[src/rtl/cpu_pkg.sv]
// Shared CPU definitions: register-file geometry and writeback source encoding.
package cpu_pkg;

   localparam int REG_ADDR_W = 5;
   localparam int XLEN       = 32;
   localparam int REG_COUNT  = 32;

   typedef enum logic {
      WB_SRC_ALU = 1'b0,
      WB_SRC_MEM = 1'b1
   } wb_src_t;

endpackage

[src/rtl/regfile_scoreboard.sv]
// Busy-register scoreboard for outstanding loads and the decode read-hazard compare.
module regfile_scoreboard
   import cpu_pkg::*;
(
   input  logic                  clk,
   input  logic                  rst_n,
   input  logic                  set_en,
   input  logic [REG_ADDR_W-1:0] set_addr,
   input  logic                  clr_en,
   input  logic [REG_ADDR_W-1:0] clr_addr,
   input  logic [REG_ADDR_W-1:0] rs1_addr,
   input  logic [REG_ADDR_W-1:0] rs2_addr,
   output logic                  hazard
);

   logic [REG_COUNT-1:0] busy_q;
   logic [REG_COUNT-1:0] set_mask;
   logic [REG_COUNT-1:0] clr_mask;
   logic [REG_COUNT-1:0] busy_d;

   always_comb begin
      set_mask = '0;
      clr_mask = '0;
      if (set_en && (set_addr != '0))
         set_mask[set_addr] = 1'b1;
      if (clr_en)
         clr_mask[clr_addr] = 1'b1;
      // Set is applied after clear so a re-issue on the commit edge keeps the bit.
      busy_d    = (busy_q & ~clr_mask) | set_mask;
      busy_d[0] = 1'b0;
   end

   always_ff @(posedge clk or negedge rst_n) begin
      if (!rst_n)
         busy_q <= '0;
      else
         busy_q <= busy_d;
   end

   always_comb begin
      hazard = ((rs1_addr != '0) && busy_q[rs1_addr]) ||
               ((rs2_addr != '0) && busy_q[rs2_addr]);
   end

endmodule

[src/rtl/regfile_wb_arbiter.sv]
// Arbitrates the single register-file write port between ALU and load writeback,
// with ALU starvation protection and a load scoreboard driving the decode stall.
module regfile_wb_arbiter
   import cpu_pkg::*;
#(
   parameter int XLEN     = cpu_pkg::XLEN,
   parameter int MAX_WAIT = 4
) (
   input  logic                  clk,
   input  logic                  rst_n,
   input  logic                  alu_valid_i,
   input  logic [REG_ADDR_W-1:0] alu_rd_i,
   input  logic [XLEN-1:0]       alu_data_i,
   output logic                  alu_ready_o,
   input  logic                  mem_valid_i,
   input  logic [REG_ADDR_W-1:0] mem_rd_i,
   input  logic [XLEN-1:0]       mem_data_i,
   output logic                  mem_ready_o,
   input  logic                  issue_valid_i,
   input  logic [REG_ADDR_W-1:0] issue_rd_i,
   input  logic [REG_ADDR_W-1:0] rs1_addr_i,
   input  logic [REG_ADDR_W-1:0] rs2_addr_i,
   output logic                  hazard_o,
   output logic                  wr_en_o,
   output logic [REG_ADDR_W-1:0] wr_addr_o,
   output logic [XLEN-1:0]       wr_data_o
);

   localparam int CNT_W = (MAX_WAIT < 1) ? 1 : $clog2(MAX_WAIT + 1);
   localparam logic [CNT_W-1:0] MAX_WAIT_C = CNT_W'(MAX_WAIT);

   logic [CNT_W-1:0] starve_q;
   wb_src_t          src_q;
   logic             alu_force;
   logic             alu_xfer;
   logic             mem_xfer;

   // Arbitration: mem normally wins; a starved ALU request takes the port.
   always_comb begin
      alu_force   = alu_valid_i && (starve_q == MAX_WAIT_C);
      mem_ready_o = !alu_force;
      alu_ready_o = alu_force || !mem_valid_i;
      alu_xfer    = alu_valid_i && alu_ready_o;
      mem_xfer    = mem_valid_i && mem_ready_o;
   end

   always_ff @(posedge clk or negedge rst_n) begin
      if (!rst_n)
         starve_q <= '0;
      else if (alu_xfer)
         starve_q <= '0;
      else if (alu_valid_i && (starve_q != MAX_WAIT_C))
         starve_q <= starve_q + 1'b1;
   end

   // Output stage: one-cycle registered write; x0 transfers are swallowed.
   always_ff @(posedge clk or negedge rst_n) begin
      if (!rst_n) begin
         wr_en_o   <= 1'b0;
         wr_addr_o <= '0;
         wr_data_o <= '0;
         src_q     <= WB_SRC_ALU;
      end else if (alu_xfer) begin
         wr_en_o   <= (alu_rd_i != '0);
         wr_addr_o <= alu_rd_i;
         wr_data_o <= alu_data_i;
         src_q     <= WB_SRC_ALU;
      end else if (mem_xfer) begin
         wr_en_o   <= (mem_rd_i != '0);
         wr_addr_o <= mem_rd_i;
         wr_data_o <= mem_data_i;
         src_q     <= WB_SRC_MEM;
      end else begin
         wr_en_o   <= 1'b0;
      end
   end

   regfile_scoreboard u_sb (
      .clk      (clk),
      .rst_n    (rst_n),
      .set_en   (issue_valid_i),
      .set_addr (issue_rd_i),
      .clr_en   (wr_en_o && (src_q == WB_SRC_MEM)),
      .clr_addr (wr_addr_o),
      .rs1_addr (rs1_addr_i),
      .rs2_addr (rs2_addr_i),
      .hazard   (hazard_o)
   );

endmodule

[config.mk]
export PLATFORM = sky130hd
export DESIGN_NAME = regfile_wb_arbiter
export DESIGN_NICKNAME = d
export VERILOG_FILES = /design/src/rtl/cpu_pkg.sv /design/src/rtl/regfile_scoreboard.sv /design/src/rtl/regfile_wb_arbiter.sv
export SDC_FILE = /design/constraint.sdc
export NUM_CORES = 1
export LEC_CHECK = 0
export ABC_AREA = 1
export ABC_CLOCK_PERIOD_IN_PS = 2300
export BUFFER_PORTS_ARGS = -buffer_cell sky130_fd_sc_hd__buf_2
export CAP_MARGIN = 20
export CORE_ASPECT_RATIO = 0.5
export CORE_MARGIN = 3
export CORE_UTILIZATION = 54
export CTS_CLUSTER_DIAMETER = 200
export DETAILED_ROUTE_END_ITERATION = 7
export PLACE_DENSITY = 0.95
export SKIP_CTS_REPAIR_TIMING = 1
export SYNTH_ARGS = -nofsm -noshare
export SYNTH_HDL_FRONTEND = slang
export SYNTH_SLANG_ARGS = --single-unit
[constraint.sdc]
create_clock -name clk -period 2.3 [get_ports clk]
set_input_delay 0.23 -clock clk [delete_from_list [all_inputs] [get_ports clk]]
set_output_delay 0.23 -clock clk [all_outputs]
set_load 0.02 [all_outputs]
==> run summary <==
The net count after synthesis came out at 634. The library cell with the largest summed area after synthesis is dfrtp_1. The routed design has 11500 um of wire. The die is 127 um wide.

In this run the worst setup path begins at starve_q[0]. The portion of the clock cycle consumed by the worst path in the final layout is 82.2%. The detailed-router iteration count before antenna repair is 6. The worst setup path is launched from a register. The worst supply voltage drop on vdd came out at 0.481 mV.

The area of the multi-input gates came out at 0.00176 mm2. The count of unique library cells instantiated by Yosys came out at 24. The maximum operating frequency came out at 0.529 GHz.

The port buffer count is 134. CTS placed an instance of clkbuf_16 at the clock tree root. After detailed routing, the number of remaining DRC violations is 0. The leftover overflow at the end of global routing came out at 0. TritonCTS built the clock tree.

The later pin in the worst-skew pair is clocked with a latency of 0.33 ns. The clock period minus final worst setup slack came out at 1.89 ns. The worst-case headroom to the max-slew limit is 57.9%. Setup violations remaining at the end of the flow were counted as 0.

The number of fill cells in the layout came out at 506. The global-route wire length before repair came out at 18800 um. In this run the worst setup path terminates at wr_data_o[24].

Sorting the synthesized cells by area gives the leading types as dfrtp_1, nand2_1, nand3_1. The category of the worst setup path capture point is a register. The reported max-cap violation count is 0. The number of failing hold endpoints at the final stage came to 0. The initialized floorplan defines 21 standard-cell rows.

For this configuration, the core starts out at a cell density of 57.3%. Along the worst path, the maximum fanout reaches 40. The weighted congestion reported at the end of routability-driven placement came out at 0.920. The worst setup path category is reg2reg.

The die covers 0.00842 mm2. The pin count of the biggest net entering global routing is 47. The number of routed nets with antenna violations is 0.

The endpoint identified for the worst register-to-register timing path is wr_data_o[24]. Detailed placement finished with a half-perimeter wire length of 8300 um. The number of vias per cell is 5.55. The power per cell area is 876 mW/mm2. The register cell area after layout is 0.00183 mm2. Summing the sequential cell areas from Yosys gives 46.3% of the chip area.

Dividing the detail-routed wire length by the instance count gives 15.0 um. The static leakage is 0.00262 uW. Data on the critical path arrives at its endpoint at 2.15 ns. The worst register-to-register path has a setup slack of 0.41 ns. Overall power consumption after layout is estimated at 4320 uW. The longest clock path from root to sink contains 2 buffers.

The startpoint identified for the worst register-to-register timing path is starve_q[0]. The number of antenna violations at the first check in global routing is 0. The worst register-to-register path has a depth of 9.

The layout-stage area growth over the synthesis result came out at 25.2%. The share of layout cells above drive strength 1 is 23.5%. The path class of the lowest-slack min-delay path is in2reg.

The worst-case setup slack after placement came out at 0.457 ns. The final net count came out at 764. The final worst clock skew is 0.00503 ns.

Counting flops and latches in the post-synthesis netlist gives 73. The instance count of the mapped netlist came out at 538. Summing over every cut layer, the via total after detailed routing is 4239. The top cell type's share of synthesized area came out at 46.3%. The average footprint of a synthesized cell is 7.33 um2. Setup repair after global routing left no endpoint under its margin.

The number of clock buffers added by TritonCTS is 9. The number of global-route vias before repair came to 4012. The total of warnings raised by yosys is 0.

In the post-route analysis, the smallest setup slack over all paths is 0.409 ns. After clock tree synthesis, the clock-pin slew on the worst setup and hold paths is 0.06 ns. The cell area after technology mapping is 0.00394 mm2. The total negative slack came out at 0 ns. The core region area is 0.00688 mm2. The run finished with clean final reports.

The worst path required time came out at 2.56 ns. The number of diodes added for antenna fixing is 0. The I/O pin count came out at 135. The TritonCTS sink count came out at 73. The detailed router finished its first iteration with 502 violations. The aggregate global-route resource usage is 27.9%. The transition at the pin with the smallest max-transition slack came out at 0.632 ns. The maximum level of the CTS H-tree came out at 3. The height of the die is 66.4 um. The number of pins with negative max-slew slack in the final report is 0.
-- how the worst min path moves through the flow --
stage,start,endpoint,slack (ns),cells after the start
after CTS,rst_n,u_sb.busy_q[11],-0.07,1
final,mem_data_i[10],wr_data_o[10],0.11,3
after floorplan,rst_n,src_q,-0.07,0
after global placement,rst_n,u_sb.busy_q[15],0.27,1
after global routing,mem_data_i[6],wr_data_o[6],0.13,3
after detailed placement,rst_n,u_sb.busy_q[11],0.27,1
-- area by class of cell --
class	instances	area share, %
multi-input cells	390	35.6
inverters	56	4.31
repair buffers	138	14.7
well taps	92	2.33
clock inverters	4	1.06
flip-flops and latches	73	37.0
clock buffers	11	4.92
-- cells by family (layout without fill, tap and decap cells) --
| logic type | count (synthesis) | after routing | share of synthesized area (%) |
|---|---|---|---|
| compound gates | 75 | 75 | 10.1 |
| xor+xnor | 1 | 1 | 0.222 |
| fa+ha+maj | 2 | 2 | 0.635 |
| buf+inv | 75 | 209 | 9.04 |
| flops | 73 | 73 | 46.3 |
| mux | 1 | 1 | 0.254 |
| simple gates | 311 | 311 | 33.4 |
-- routing by layer --
metal / wire length [um] / part of all wire (%) / GRT usage [%] / vias up
met5: 0 / 0 / 0 / -
met4: 310 / 2.7 / 12.7 / 0
met2: 5670 / 49 / 49.7 / 276
li1: - / - / - / 2003
met3: 1080 / 9.4 / 6.13 / 35
met1: 4400 / 38 / 32.9 / 1925
-- worst max-delay path, cell delays in order (launching register included) --
cell,delay [ns]
dfrtp_1,0.38
inv_1,0.09
ha_1,0.17
nand3_2,0.12
nand2_4,0.11
inv_4,0.16
nor2_4,0.23
buf_4,0.34
nand2_1,0.11
nand3_1,0.11
-- state kept, by name, indices dropped and copies added, names as in the netlist --
name,flops
wr_data_o,32
wr_en_o,1
wr_addr_o,5
u_sb.busy_q,31
starve_q,3
src_q,1
-- through the flow --
stage | utilization (%) | cell area (um2) | hold slack (ns) | cells
after detailed placement | 67.3 | 4630 | 0.274 | 748
after CTS | 71.6 | 4930 | -0.0715 | 763
after floorplan | - | 3940 | -0.0656 | 538
after global routing | 71.7 | 4940 | 0.129 | 764
final | 71.7 | 4940 | 0.114 | 764
after global placement | 67.3 | 4630 | 0.270 | 748
-- power by group --
part / internal [uW] / total, uW / switching (uW)
clock network: 867 / 1380 / 515
logic: 398 / 1140 / 739
registers: 1590 / 1800 / 215
-- cells in the final DEF (no fill, tap or decap) --
cell type	netlist	routed
nand3_1	94	94
ha_1	2	2
clkinv_4	0	1
inv_4	1	1
a31oi_1	1	1
nand2_4	1	1
nand3_2	1	1
inv_2	2	2
dfrtp_1	73	73
inv_6	0	1
clkinv_2	0	1
o41ai_1	1	1
buf_2	7	134
nor2_4	2	2
nor4_1	1	1
xor2_1	1	1
inv_1	53	53
o21ai_0	65	65
nand2_1	205	205
o2111ai_1	1	1
mux2i_1	1	1
buf_12	0	2
clkbuf_8	0	1
clkbuf_1	1	1
buf_4	5	1
dlygate4sd3_1	0	1
o21ai_1	1	1
nor2_1	7	7
o211ai_1	6	6
bufinv_16	0	1
clkbuf_16	0	9
-- synthesized netlist by cell type (all sizes together) --
master and count:
mux2i 1, buf 18, nor2 9, nand3 95, dfrtp 73, o21ai 66
o41ai 1, o2111ai 1, a31oi 1, o211ai 6, ha 2, nand2 206
clkbuf 1, xor2 1, nor4 1, inv 56
No activity file was read; power rests on OpenSTA's default activity.
